**config.mk**
```make
export PLATFORM = sky130hd
export DESIGN_NAME = vid_pos_recover
export DESIGN_NICKNAME = d
export VERILOG_FILES = /design/src/rtl/vid_pkg.sv /design/src/rtl/vid_edge_det.sv /design/src/rtl/vid_pos_recover.sv
export SDC_FILE = /design/constraint.sdc
export NUM_CORES = 1
export LEC_CHECK = 0
export ABC_CLOCK_PERIOD_IN_PS = 2100
export BUFFER_PORTS_ARGS = -buffer_cell sky130_fd_sc_hd__buf_2
export CORE_UTILIZATION = 57
export CTS_CLUSTER_DIAMETER = 150
export DETAILED_ROUTE_END_ITERATION = 16
export PLACE_DENSITY = 0.85
export SYNTH_ARGS = -nofsm -noshare
export SYNTH_HDL_FRONTEND = slang
export SYNTH_SLANG_ARGS = --single-unit
```
**constraint.sdc**
```tcl
create_clock -name clk -period 2.1 [get_ports clk]
set_input_delay 0 -clock clk [delete_from_list [all_inputs] [get_ports clk]]
set_output_delay 0 -clock clk [all_outputs]
set_load 0.005 [all_outputs]
```
**src/rtl/vid_pkg.sv**
```systemverilog
// vid_pkg: shared state type, geometry defaults and widths for the video-input
// position recovery block.
package vid_pkg;

    localparam int COORD_W   = 11;
    localparam int LINES_W   = 12;
    localparam int GOOD_W    = 4;
    localparam int DEF_X_MAX = 1920;
    localparam int DEF_Y_MAX = 1080;

    typedef enum logic [1:0] {
        SEARCH = 2'd0,
        BLANK  = 2'd1,
        LINE   = 2'd2
    } vid_state_t;

    // Increment that sticks at lim instead of running past it.
    function automatic logic [COORD_W-1:0] sat_inc(input logic [COORD_W-1:0] v,
                                                   input logic [COORD_W-1:0] lim);
        return (v >= lim) ? lim : v + 1'b1;
    endfunction

endpackage

```
**src/rtl/vid_edge_det.sv**
```systemverilog
// vid_edge_det: keeps the previous sample of a timing input and flags its
// rising and falling edges against the current sample.
module vid_edge_det (
    input  logic clk,
    input  logic reset,
    input  logic d,
    output logic rise,
    output logic fall
);

    logic d_q;

    always_ff @(posedge clk) begin
        if (reset)
            d_q <= 1'b0;
        else
            d_q <= d;
    end

    assign rise = d & ~d_q;
    assign fall = ~d & d_q;

endmodule

```
**src/rtl/vid_pos_recover.sv**
```systemverilog
// vid_pos_recover: rebuilds the (x, y) scan position from a de/vsync stream and
// tracks geometry lock. Define VID_POS_STATS_EN to add meas_w/meas_h outputs.
module vid_pos_recover
    import vid_pkg::*;
#(
    parameter int X_MAX       = DEF_X_MAX,
    parameter int Y_MAX       = DEF_Y_MAX,
    parameter int LOCK_FRAMES = 2
) (
    input  logic               clk,
    input  logic               reset,
    input  logic               de,
    input  logic               vsync,
    output logic [COORD_W-1:0] x,
    output logic [COORD_W-1:0] y,
    output logic               pos_valid,
    output logic               line_end,
    output logic               frame_start,
    output logic               locked,
    output logic               err
`ifdef VID_POS_STATS_EN
    ,
    output logic [LINES_W-1:0] meas_w,
    output logic [LINES_W-1:0] meas_h
`endif
);

    localparam logic [COORD_W-1:0] X_LAST   = COORD_W'(X_MAX - 1);
    localparam logic [COORD_W-1:0] Y_LAST   = COORD_W'(Y_MAX - 1);
    localparam logic [LINES_W-1:0] Y_LINES  = LINES_W'(Y_MAX);
    localparam logic [GOOD_W-1:0]  LOCK_CNT = GOOD_W'(LOCK_FRAMES);

    vid_state_t         state, state_nxt;
    logic [COORD_W-1:0] x_nxt, y_nxt;
    logic               pv_nxt, le_nxt, fs_nxt, err_nxt, locked_nxt;
    logic [GOOD_W-1:0]  good_cnt, good_nxt;
    logic [LINES_W-1:0] lines_seen, lines_nxt;
    logic               frame_good;
    logic               de_rise, de_fall, vs_rise, vs_fall;

    vid_edge_det u_de_edge (
        .clk   (clk),
        .reset (reset),
        .d     (de),
        .rise  (de_rise),
        .fall  (de_fall)
    );

    vid_edge_det u_vs_edge (
        .clk   (clk),
        .reset (reset),
        .d     (vsync),
        .rise  (vs_rise),
        .fall  (vs_fall)
    );

    // vsync falling edges carry no information for position recovery.
    logic unused_vs_fall;
    assign unused_vs_fall = vs_fall;

    always_comb begin
        // NOTE: every value gets a default first so no branch can infer a latch.
        state_nxt  = state;
        x_nxt      = x;
        y_nxt      = y;
        pv_nxt     = 1'b0;
        le_nxt     = 1'b0;
        fs_nxt     = 1'b0;
        err_nxt    = err;
        good_nxt   = good_cnt;
        locked_nxt = locked;
        lines_nxt  = lines_seen;

        // A frame closed straight out of SEARCH was never fully observed.
        frame_good = (state != SEARCH) && !err && (lines_seen == Y_LINES);

        if (vs_rise) begin
            state_nxt = BLANK;
            fs_nxt    = 1'b1;
            y_nxt     = '0;
            lines_nxt = '0;
            err_nxt   = de && (state != SEARCH);
            if (frame_good)
                good_nxt = (good_cnt >= LOCK_CNT) ? LOCK_CNT : good_cnt + 1'b1;
            else
                good_nxt = '0;
            locked_nxt = (good_nxt >= LOCK_CNT);
        end else begin
            case (state)
                SEARCH: begin
                    state_nxt = SEARCH;
                end
                BLANK: begin
                    // Only a fresh rise starts a line; a de held across vsync does not.
                    if (de_rise) begin
                        state_nxt = LINE;
                        x_nxt     = '0;
                        pv_nxt    = 1'b1;
                    end
                end
                LINE: begin
                    if (de_fall) begin
                        state_nxt = BLANK;
                        le_nxt    = 1'b1;
                        y_nxt     = sat_inc(y, Y_LAST);
                        lines_nxt = (lines_seen == '1) ? lines_seen : lines_seen + 1'b1;
                        if ((x != X_LAST) || (lines_seen >= Y_LINES))
                            err_nxt = 1'b1;
                    end else if (de) begin
                        pv_nxt = 1'b1;
                        if (x >= X_LAST)
                            err_nxt = 1'b1;
                        else
                            x_nxt = x + 1'b1;
                    end
                end
                default: begin
                    state_nxt = SEARCH;
                end
            endcase
        end
    end

    always_ff @(posedge clk) begin
        // NOTE: non-blocking assignments so every flop samples pre-edge values.
        if (reset) begin
            state       <= SEARCH;
            x           <= '0;
            y           <= '0;
            pos_valid   <= 1'b0;
            line_end    <= 1'b0;
            frame_start <= 1'b0;
            err         <= 1'b0;
            locked      <= 1'b0;
            good_cnt    <= '0;
            lines_seen  <= '0;
        end else begin
            state       <= state_nxt;
            x           <= x_nxt;
            y           <= y_nxt;
            pos_valid   <= pv_nxt;
            line_end    <= le_nxt;
            frame_start <= fs_nxt;
            err         <= err_nxt;
            locked      <= locked_nxt;
            good_cnt    <= good_nxt;
            lines_seen  <= lines_nxt;
        end
    end

`ifdef VID_POS_STATS_EN
    logic [LINES_W-1:0] len_cnt;

    always_ff @(posedge clk) begin
        if (reset) begin
            len_cnt <= '0;
            meas_w  <= '0;
            meas_h  <= '0;
        end else begin
            if (pv_nxt)
                len_cnt <= (state == LINE) ? ((len_cnt == '1) ? len_cnt : len_cnt + 1'b1)
                                           : LINES_W'(1);
            if (le_nxt)
                meas_w <= len_cnt;
            if (fs_nxt)
                meas_h <= lines_seen;
        end
    end
`else
    // Without the statistics option no width/height measurement is kept.
`endif

endmodule
```
* Word-level counts from Yosys, hierarchy flattened
Cells that the tools add are included.
** Cells by class
- Add/subtract/negate cells :: 4
- Magnitude comparators :: 5
- Equal/unequal tests :: 13
- Mux-type cells :: 25
- Bitwise gates (word level) :: 9
- Reductions and logical operators :: 18
** Operators with widths (count)
- two-way mux 11 bit :: 5
- adder 11 x 1 -> 11 bit, second input constant :: 2
- >= comparator 11 bit, second input constant :: 2
- one-hot mux 11 bit (2 select lines) :: 1
- adder 12 x 1 -> 12 bit, second input constant :: 1
- == test 12 x 11 -> 1 bit, second input constant :: 1
- == test 12 bit, second input constant :: 1
- >= comparator 12 x 11 -> 1 bit, second input constant :: 1
- two-way mux 1 bit :: 12
- two-way mux 4 bit :: 3
- inequality test 11 bit, second input constant :: 1
- inequality test 2 bit, second input constant :: 5
- >= comparator 4 x 2 -> 1 bit, second input constant :: 2
- inequality test 3 x 2 -> 1 bit, second input constant :: 2
- inverter 1 bit :: 6
- AND reduction 2 bit :: 3
- AND reduction 6 bit :: 1
- nonzero test 2 bit :: 3
- nonzero test 3 bit :: 2
- adder 4 x 1 -> 4 bit, second input constant :: 1
- two-way mux 2 bit :: 2
- one-hot mux 2 bit (2 select lines) :: 1
- AND reduction 4 bit :: 1
- AND 1 bit :: 3
- other kinds (10) :: 12
** Storage, ports and cells
- Register bits after elaboration :: 47
- Bits of input ports :: 4
- Output and inout bits :: 27
- Logic and storage cells :: 87

* Longest topological paths before layout
- Word-level depth :: 6
- Mapped depth :: 8
- Mapped depth without buffers :: 7

* Cells and area by module
Synthesis repeated with hierarchy kept, for this count alone.
** Second synthesis, totals
- Cells, all modules :: 282
- Area, all modules :: 2372.3 um^2
** By module, submodules not included
- vid_pos_recover :: times used 1, cells an instance 274, area an instance 2294.7 um^2, sequential area each 900.9 um^2
- vid_edge_det :: times used 2, cells an instance 4, area an instance 38.8 um^2, sequential area each 20.0 um^2

* Least setup slack after synthesis
OpenSTA, ideal clock, no wires.
- Path kind :: flip-flop to flip-flop
- Start point :: reg state[0]
- End point :: reg x[8]
- Library setup time :: 0.070 ns
- Arrival :: 1.836 ns
- Required time :: 2.030 ns
- Slack :: 0.194 ns
- Cell stages (with the launch flop) :: 8
- Buffers on the path :: 0
- Clock period less this slack :: 1.906 ns
- Cells stage by stage :: dfxtp_1 > inv_1 > ha_1 > and4_1 > nand2_1 > nand4_4 > or4_1 > a21oi_1
** On the way
- Longest elaborated chain between the ends :: 3
- Elaborated cells between the ends (all ways) :: 9
- Classes of those cells :: 6 x eq/ne; 1 x mux; 2 x reduce/logical
** Ends and longest elaborated chain
- start: declaration :: RTL line vid_pos_recover.sv:33 : vid_state_t state, state_nxt;
- start signal: assignment :: RTL line vid_pos_recover.sv:138 : state <= state_nxt;
- == test 2 bit / == test 2 x 1 -> 1 bit (equally long branches) :: RTL line vid_pos_recover.sv:89 : case (state)
- inequality test 2 bit (no source line) / nonzero test 2 bit (equally long branches)
- AND reduction 6 bit (no source line)
- end signal: assignment :: RTL line vid_pos_recover.sv:139 : x <= x_nxt;
- end: declaration :: RTL line vid_pos_recover.sv:14 : output logic [COORD_W-1:0] x,
Parallel ways exist; a longest one is shown, timed or not.
A chain may end at the register's enable or synchronous reset.

* Worst setup path after layout
- Start point :: reg state[0]
- End point :: reg x[5]
Same word-level chain as after synthesis.

==> metrics <==
Post-Synthesis Cells 286; initial antenna violation count 0; CP Data Required Time 2.33 ns; Max Slew Vio Count 0; # diodes 0; Initial Util 59.8%; TritonCTS buffer count 5; Root Buffer clkbuf_8; per-cell routed wire length 14.3 um; Max Root-Sink Buffers 2; max frequency 497 MHz; Avg Inst Size Synth 8.42 um2; DRC viols 0; max-cap viol count 0; crit path cell chain inv_1 > ha_4 > inv_2 > a211oi_4 > nand4_4 > buf_6 > or4_1 > o21ai_0; routed wire length 5.39 mm; die area 4490 um2; commonest non-fill, non-tap cell in the layout dfxtp_1; Pre-Repair DR Iteration Count 5; crit end category register; Worst Tran Pin Value 0.554 ns; Mapped Area 2410 um2; Crit path arrival time 2.24 ns; CP Launch Type register; Total Power 1.67 mW; Synthesized Nets 300; Ys Warns 0; register area share after synthesis 39.1%; Starting DRT DRC Count 152; Avg Vias per Cell 5.94; Worst Path Max Fanout 6; pre-CTS setup slack 0.0787 ns; final setup margin 0.0881 ns; WS Path Type reg -> reg; fin crit share 95.8%; H-tree levels 2; die span in x 67.0 um; area delta synth->final 16.9%; clock skew 0.00527 ns; flop and latch count out of synthesis 47; Core Rows 23; Unique masters post-synth 45; IO Pins 31; Max VDD drop 0.309 mV; proportion of layout cells with a drive suffix above 1 18.7%; gr usage total 25.4%; core area 4030 um2; GRT overflow 0; vias in the first global route 1,974; clock latency on the worst-skew pair 0.30 ns; unrepaired setup endpoints after global routing no; Max-slew headroom 62.9%; port bufs 30; Detail Route Antenna Nets 0; CTS Sinks 47; most frequent cells in the layout dfxtp_1, nor2_1, buf_2; largest net degree at the start of global routing 25; cell leakage power 1.07 nW; status completed; worst hold path type in -> reg; Tmin final 2.01 ns; Clock transition at path regs 0.08 ns; gpl congestion 0.875; Final setup viols 0; TNS Setup 0 ns; first-pass GRT wire length 8.75 mm; CP peak stage delay 0.45 ns; Post-synth EDFFs 0; via count 2,235; Primary FF master, synth dfxtp_1; TritonCTS clock tree built; fillcell total 323; Die Ht 67.0 um; Hold Fails Final Rpt 0; nets@finish 340; HPWL Detailed 3.66 mm; Slowest-stage cell, CP or4_1; power per cell area 592 nW/um2; async set or reset register ratio after synthesis 0%
[registers in the layout, indices dropped and copies added, names as in the netlist]
signal / flops
u_de_edge.d_q: 1
frame_start: 1
good_cnt: 4
x: 11
y: 11
u_vs_edge.d_q: 1
line_end: 1
lines_seen: 12
state: 2
locked: 1
err: 1
pos_valid: 1
[synthesized netlist by cell type (4+ instances only)]
| cell | instances | area [um2] |
|---|---|---|
| a21oi_1 | 18 | 90.1 |
| and3_1 | 5 | 31.3 |
| and4_1 | 4 | 35.0 |
| clkbuf_1 | 6 | 22.5 |
| dfxtp_1 | 47 | 941 |
| ha_1 | 10 | 125 |
| inv_1 | 12 | 45.0 |
| nand2_1 | 24 | 90.1 |
| nand2b_1 | 9 | 56.3 |
| nand3_1 | 12 | 60.1 |
| nand4_1 | 8 | 50.1 |
| nor2_1 | 32 | 120 |
| nor2b_1 | 6 | 37.5 |
| nor3_1 | 5 | 25.0 |
| nor4_1 | 11 | 68.8 |
| o21ai_0 | 15 | 75.1 |
| or4_1 | 7 | 52.6 |
| xnor2_1 | 13 | 114 |
| xor2_1 | 4 | 35.0 |
[area by class of cell]
cell class	instances	area, um2	share of cell area, %
multi-input cells	219	1420	50.5
flip-flops and latches	47	943	33.5
repair buffers	41	239	8.49
clock buffers	6	72.6	2.58
well taps	50	62.6	2.22
inverters	12	45.0	1.60
clock inverters	1	30.0	1.07
[report_power, final]
group | internal (mW) | switching (mW) | leakage [nW]
Sequential | 0.899 | 0.00670 | 0.380
Combinational | 0.0448 | 0.0737 | 0.633
Clock | 0.349 | 0.293 | 0.0513
[per-layer routing]
metal | vias to the layer above | share of wire [%] | GRT usage, %
met4 | 0 | 1.7 | 7.45
met3 | 10 | 6.1 | 5.48
met1 | 1035 | 47 | 33.6
met5 | - | 0 | 0
li1 | 1105 | - | -
met2 | 85 | 45 | 40.8
[per-stage QoR]
stage               utilization (%)  hold WS [ns]  area, um2  instances
floorplan                         -        0.0845       2410        286
global placement               65.3         0.244       2630        364
detailed placement             65.3         0.254       2630        364
CTS                            68.1        0.0906       2750        372
global route                   69.8         0.155       2810        376
finish                         69.8         0.105       2810        376
[critical path: cells and delay by family, from the launching register on]
kind / cells / cell delay [ns]
simple gates: 2 / 0.63
compound gates: 2 / 0.38
flops: 1 / 0.35
buf+inv: 3 / 0.30
fa+ha+maj: 1 / 0.27
[repair_timing]
action / 4_1_cts / 5_1_grt
endpoints found under the setup margin: 0 / 6
buffers inserted: 0 / 4
hold endpoints to repair: 1 / 0
hold buffers: 1 / 0
resized for setup: 0 / 12
[worst paths after layout]
check / start / to / slack (ns) / depth (start not counted)
min: reset / state[0] / 0.10 / 2
max reg2reg: state[0] / x[5] / 0.09 / 8
max: state[0] / x[5] / 0.09 / 8
min reg2reg: locked / locked / 0.47 / 2
[kinds of logic (layout without fill, tap and decap cells)]
| family | count (synthesis) | count (layout) | synth area share [%] |
|---|---|---|---|
| flip-flops | 47 | 47 | 39.1 |
| multiplexers | 1 | 1 | 0.416 |
| buffers and inverters | 20 | 60 | 3.22 |
| AND/OR/NAND/NOR | 140 | 140 | 32.4 |
| XOR/XNOR | 17 | 17 | 6.18 |
| AO/OA/AOI/OAI | 51 | 51 | 13.5 |
| adder cells (fa/ha/maj) | 10 | 10 | 5.20 |
Power figures use the tool's default switching activity.
